===== src/rtl/vga_fb_arbiter.sv =====
// Shares one single-port framebuffer RAM between display fetch and host writes; FB_DBUF_EN adds a second page with frame-boundary swap.
// Latency: rgb_o/pix_valid_o follow the coordinates by 3 cycles; a buffered host write reaches the RAM 1 cycle after its first free slot.
// Backpressure: wr_ready_o drops only while the 1-entry buffer is full on a fetch slot, so at most 1 in 2^SCALE_SH cycles stalls.
module vga_fb_arbiter #(
  parameter int FB_W     = 160,
  parameter int FB_H     = 120,
  parameter int SCALE_SH = 2,
  parameter int DATA_W   = 12,
  parameter int ADDR_W   = 15
) (
  input  logic              clk_i,
  input  logic              rst_i,
  input  logic              disp_active_i,
  input  logic [10:0]       xcol_i,
  input  logic [10:0]       yrow_i,
  input  logic              wr_valid_i,
  output logic              wr_ready_o,
  input  logic [ADDR_W-1:0] wr_addr_i,
  input  logic [DATA_W-1:0] wr_data_i,
`ifdef FB_DBUF_EN
  output logic [ADDR_W:0]   ram_addr_o,
`else
  output logic [ADDR_W-1:0] ram_addr_o,
`endif
  output logic              ram_we_o,
  output logic [DATA_W-1:0] ram_wdata_o,
  input  logic [DATA_W-1:0] ram_rdata_i,
  output logic [DATA_W-1:0] rgb_o,
  output logic              pix_valid_o,
  input  logic              swap_req_i,
  output logic              swap_done_o
);

`ifdef FB_DBUF_EN
  localparam int RA_W = ADDR_W + 1;
`else
  localparam int RA_W = ADDR_W;
`endif
  localparam int PIX_N = FB_W * FB_H;

  logic              fetch_slot;
  logic [31:0]       fetch_lin;
  logic [ADDR_W-1:0] fetch_addr;
  logic              unused_fetch_hi;
  logic              wr_in_range;
  logic              wr_accept;
  logic              buf_full;
  logic [ADDR_W-1:0] buf_addr;
  logic [DATA_W-1:0] buf_data;
  logic [RA_W-1:0]   fetch_ram_addr;
  logic [RA_W-1:0]   buf_ram_addr;
  logic              act_d1, fet_d1, act_d2, fet_d2;

  assign fetch_slot      = disp_active_i && (xcol_i[SCALE_SH-1:0] == '0);
  assign fetch_lin       = (({21'b0, yrow_i}) >> SCALE_SH) * 32'(FB_W) + (({21'b0, xcol_i}) >> SCALE_SH);
  assign fetch_addr      = fetch_lin[ADDR_W-1:0];
  assign unused_fetch_hi = |fetch_lin[31:ADDR_W];

  // Buffer can always take a new entry unless it is full and this slot belongs to the display.
  assign wr_ready_o  = !rst_i && (!buf_full || !fetch_slot);
  assign wr_accept   = wr_valid_i && wr_ready_o;
  assign wr_in_range = 32'(wr_addr_i) < 32'(PIX_N);

`ifdef FB_DBUF_EN
  logic front, swap_pend, buf_page, swap_boundary;

  assign fetch_ram_addr = {front, fetch_addr};
  assign buf_ram_addr   = {buf_page, buf_addr};
  assign swap_boundary  = (yrow_i == 11'd480) && (xcol_i == 11'd0);

  // A request landing on the boundary cycle itself re-arms swap_pend for the next frame.
  always_ff @(posedge clk_i) begin
    if (rst_i) begin
      front       <= 1'b0;
      swap_pend   <= 1'b0;
      swap_done_o <= 1'b0;
      buf_page    <= 1'b0;
    end else begin
      swap_done_o <= 1'b0;
      if (swap_boundary && swap_pend) begin
        front       <= ~front;
        swap_done_o <= 1'b1;
        swap_pend   <= swap_req_i;
      end else if (swap_req_i) begin
        swap_pend <= 1'b1;
      end
      if (wr_accept && wr_in_range)
        buf_page <= ~front;
    end
  end
`else
  logic unused_swap_req;

  assign fetch_ram_addr  = fetch_addr;
  assign buf_ram_addr    = buf_addr;
  assign swap_done_o     = 1'b0;
  assign unused_swap_req = swap_req_i;
`endif

  always_ff @(posedge clk_i) begin
    if (rst_i) begin
      buf_full    <= 1'b0;
      buf_addr    <= '0;
      buf_data    <= '0;
      ram_we_o    <= 1'b0;
      ram_addr_o  <= '0;
      ram_wdata_o <= '0;
      act_d1      <= 1'b0;
      fet_d1      <= 1'b0;
      act_d2      <= 1'b0;
      fet_d2      <= 1'b0;
      rgb_o       <= '0;
      pix_valid_o <= 1'b0;
    end else begin
      if (fetch_slot) begin
        ram_we_o   <= 1'b0;
        ram_addr_o <= fetch_ram_addr;
      end else if (buf_full) begin
        ram_we_o    <= 1'b1;
        ram_addr_o  <= buf_ram_addr;
        ram_wdata_o <= buf_data;
      end else begin
        ram_we_o <= 1'b0;
      end

      // Out-of-range writes complete the handshake but never occupy the buffer.
      if (wr_accept && wr_in_range) begin
        buf_full <= 1'b1;
        buf_addr <= wr_addr_i;
        buf_data <= wr_data_i;
      end else if (buf_full && !fetch_slot) begin
        buf_full <= 1'b0;
      end

      act_d1 <= disp_active_i;
      fet_d1 <= fetch_slot;
      act_d2 <= act_d1;
      fet_d2 <= fet_d1;
      if (act_d2) begin
        pix_valid_o <= 1'b1;
        if (fet_d2)
          rgb_o <= ram_rdata_i;
      end else begin
        pix_valid_o <= 1'b0;
        rgb_o       <= '0;
      end
    end
  end

endmodule


===== config.mk =====
export PLATFORM = sky130hd
export DESIGN_NAME = vga_fb_arbiter
export DESIGN_NICKNAME = d
export VERILOG_FILES = /design/src/rtl/vga_fb_arbiter.sv
export SDC_FILE = /design/constraint.sdc
export NUM_CORES = 1
export LEC_CHECK = 0
export ABC_AREA = 1
export CAP_MARGIN = 10
export CORE_UTILIZATION = 42
export DETAILED_ROUTE_END_ITERATION = 12
export PLACE_DENSITY = 0.77
export SETUP_SLACK_MARGIN = 0.4
export SLEW_MARGIN = 20
export SYNTH_ARGS = -nofsm -noshare
export SYNTH_HDL_FRONTEND = slang
export SYNTH_SLANG_ARGS = --single-unit
export TNS_END_PERCENT = 20

===== constraint.sdc =====
create_clock -name clk_i -period 2.4 [get_ports clk_i]
set_input_delay 0.6 -clock clk_i [delete_from_list [all_inputs] [get_ports clk_i]]
set_output_delay 0.6 -clock clk_i [all_outputs]
set_load 0.01 [all_outputs]

==> results.cfg <==
[grt]
grt_overflow = 0
track_usage = 0.211
use_met2 = 0.360
grt_first_pass_wirelength_um = 14200
met1_usage = 0.264
use_met3 = 0.0561
grt.busiest_layer = met2
grt_max_degree = 54
grt_antenna_before_repair = 0
first_global_vias = 3130

[placement]
gp_congestion = 0.803
io_buffer_count = 104
hpwlAfterDp_um = 6110

[setup_path]
rr_endpoint = buf_data[1]
reg2reg_slack_ps = 1070
endpoint_kind = flop
r2r_cells = 8
timing.rr.start = buf_full
crit_path_start_kind = input port
worstPathRequired_ps = 2610
critPathMaxFanout = 3
critical_path.startpoint = yrow_i[5]
crit_arrival_ps = 2490
worstSetupEndpoint = ram_addr_o[10]
path_class = input port to flop

[cells_and_area]
drive_above_1_share = 0.174
final_nets = 666
syn_to_final_growth_pct = 51.6
antennaDiodeCount = 0

[die]
fp.coreArea_mm2 = 0.00773
io_pins = 109
fp.dieW_um = 91.5
die_area_mm2 = 0.00837
start_util = 0.435
rows = 32
dieHeight_um = 91.5

[cts]
tritoncts = yes
cts_buffers = 9
cts-root-buf = clkbuf_8
cts_max_level = 3
cts_buffer_depth = 2
cts_sinks = 73
clkTransAtPathRegs_ps = 70
clk-insertion-delay-late_ps = 340

[sta]
min_period_over_period = 0.951
fin_worst_skew_ps = 7.37
fmax_mhz = 438
finalSetupViolations = 0
drv_slew = 0
whs_ps = 411
hold_viol = 0
worst_pin_slew_ps = 504
max_slew_margin = 0.664
rsz0062_at_grt = yes
period_minus_slack_ps = 2280

[drt]
viasPerCell = 4.84
num_vias = 3327
routedWlPerCell_um = 12.7
first_iter_violations = 102
dr.pass1.iters = 4
drcViolationCount = 0
wl_um = 8770
ant_nets = 0

[power]
power.total_uw = 2980
power_density_mw_per_mm2 = 585
ir_worst_vdd_mv = 0.614
power.leakage_uw = 0.00221

[run]
drv_cap = 0

[logic_synthesis]
ys_ff_latch = 73
synth_area_mm2 = 0.00336
avgSynthCellArea_um2 = 7.48
ys.warnings.count = 0
syn-instance-count = 450
synth_area_leaders = dfxtp_1 43%, nand2_1 14%, nand3_1 6.7%, ha_1 6.3%, inv_1 4.8%
ys_types = 34
yosysTopAreaCellShare = 0.434
yosysSeqAreaShare = 0.434
synth.largest_area_cell = dfxtp_1
syn_nets = 535

[status]
status = finished clean

[worst_hold_path]
hold_class = flop to flop
==> cell type report <==
class / instances / area (um2)
fillers: 660 / 2630
multi-input cells: 309 / 1790
flip-flops and latches: 73 / 1460
repair buffers: 139 / 1320
inverters: 49 / 186
well taps: 102 / 128
clock buffers: 9 / 124
clock inverters: 7 / 95.1
==> Yosys cell counts <==
cell,count
inv_2,3
buf_2,2
nand3b_1,1
buf_6,4
or2_2,1
fa_1,2
buf_8,1
o211ai_1,7
nor2_1,38
o21bai_1,1
inv_4,1
o221ai_1,1
dfxtp_1,73
nand3_4,1
nand3_1,45
o21ai_1,1
or2_1,1
xor2_1,2
clkbuf_1,8
nand4_1,2
o21ai_2,4
xnor2_1,3
a21oi_1,24
clkbuf_4,1
inv_1,43
a21oi_2,1
a31oi_1,5
conb_1,1
nand2_1,128
clkinv_1,2
ha_1,17
o21ai_0,20
buf_4,3
nand2_2,3
==> per-layer routing <==
layer  vias up  part of all wire
met5         -                 0
met2        91              0.49
met3         8             0.064
met4         0            0.0092
met1      1520              0.43
li1       1708                 -
==> stage by stage <==
stage	instance area [um2]	std cells	utilization	worst slack [ps]	TNS, ps
after global routing	5100	688	0.660	76.4	0
after floorplan	3390	450	-	81.6	0
after CTS	5020	686	0.649	211	0
final	5100	688	0.660	117	0
after global placement	4650	665	0.602	-501	-2700
after detailed placement	4650	665	0.602	-652	-3260
==> critical path: stages <==
cell	delay (ps)
buf_8	100
ha_4	260
ha_4	120
inv_2	40
fa_2	590
inv_2	60
nand4_1	80
nor2_2	60
nor2_4	140
buf_4	130
xor2_1	190
o211ai_1	120
==> how the worst min path moves through the flow <==
stage | startpoint | endpoint | slack (ps) | depth (start not counted)
after floorplan | act_d1 | act_d2 | 390 | 2
after global placement | fet_d1 | fet_d2 | 390 | 2
after detailed placement | fet_d1 | fet_d2 | 400 | 2
after CTS | fet_d1 | fet_d2 | 410 | 2
after global routing | act_d1 | act_d2 | 450 | 2
final | act_d1 | act_d2 | 410 | 2
==> timing repair <==
action | 4_1_cts | 5_1_grt
hold buffers | 0 | 0
buffers inserted | 5 | 2
setup endpoints to repair | 8 | 42
resized for setup | 45 | 22
pin swaps | 12 | 12
==> registers in the layout, summed over array words and instances, names as in the netlist <==
name         count
act_d1           1
rgb_o           12
pix_valid_o      1
buf_full         1
ram_addr_o      15
buf_addr        15
act_d2           1
fet_d1           1
buf_data        12
fet_d2           1
ram_wdata_o     12
ram_we_o         1
==> report_power, final <==
part	total [uW]	internal, uW	switching, uW
clock	1040	585	451
combinational	657	340	317
sequential	1290	1270	25.9
total	2980	2190	794
==> cells in the final DEF (no fill, tap or decap), types with 2 or more instances in the layout <==
cell,synthesis,routed
a21oi_1,24,23
a21oi_2,1,2
a31oi_1,5,5
buf_2,2,3
buf_4,3,34
buf_6,4,2
bufinv_16,0,2
clkbuf_8,0,9
clkdlybuf4s50_1,0,92
clkinv_2,0,2
clkinv_4,0,2
dfxtp_1,73,73
dlymetal6s2s_1,0,5
fa_2,0,2
ha_1,17,6
ha_4,0,10
inv_1,43,39
inv_2,3,8
nand2_1,128,127
nand2_2,3,4
nand3_1,45,41
nand3_2,0,3
nand3_4,1,2
nand4_1,2,2
nor2_1,38,32
nor2_2,0,4
nor2_4,0,2
o211ai_1,7,7
o21ai_0,20,20
o21ai_2,4,4
xnor2_1,3,2
xor2_1,2,2
==> kinds of logic after synthesis <==
family	share of synthesized area
XOR/XNOR	0.0130
flip-flops	0.434
buffers and inverters	0.0941
other	0.00111
AO/OA/AOI/OAI	0.110
adder cells (fa/ha/maj)	0.0751
AND/OR/NAND/NOR	0.273
No activity file was read; power rests on OpenSTA's default activity.
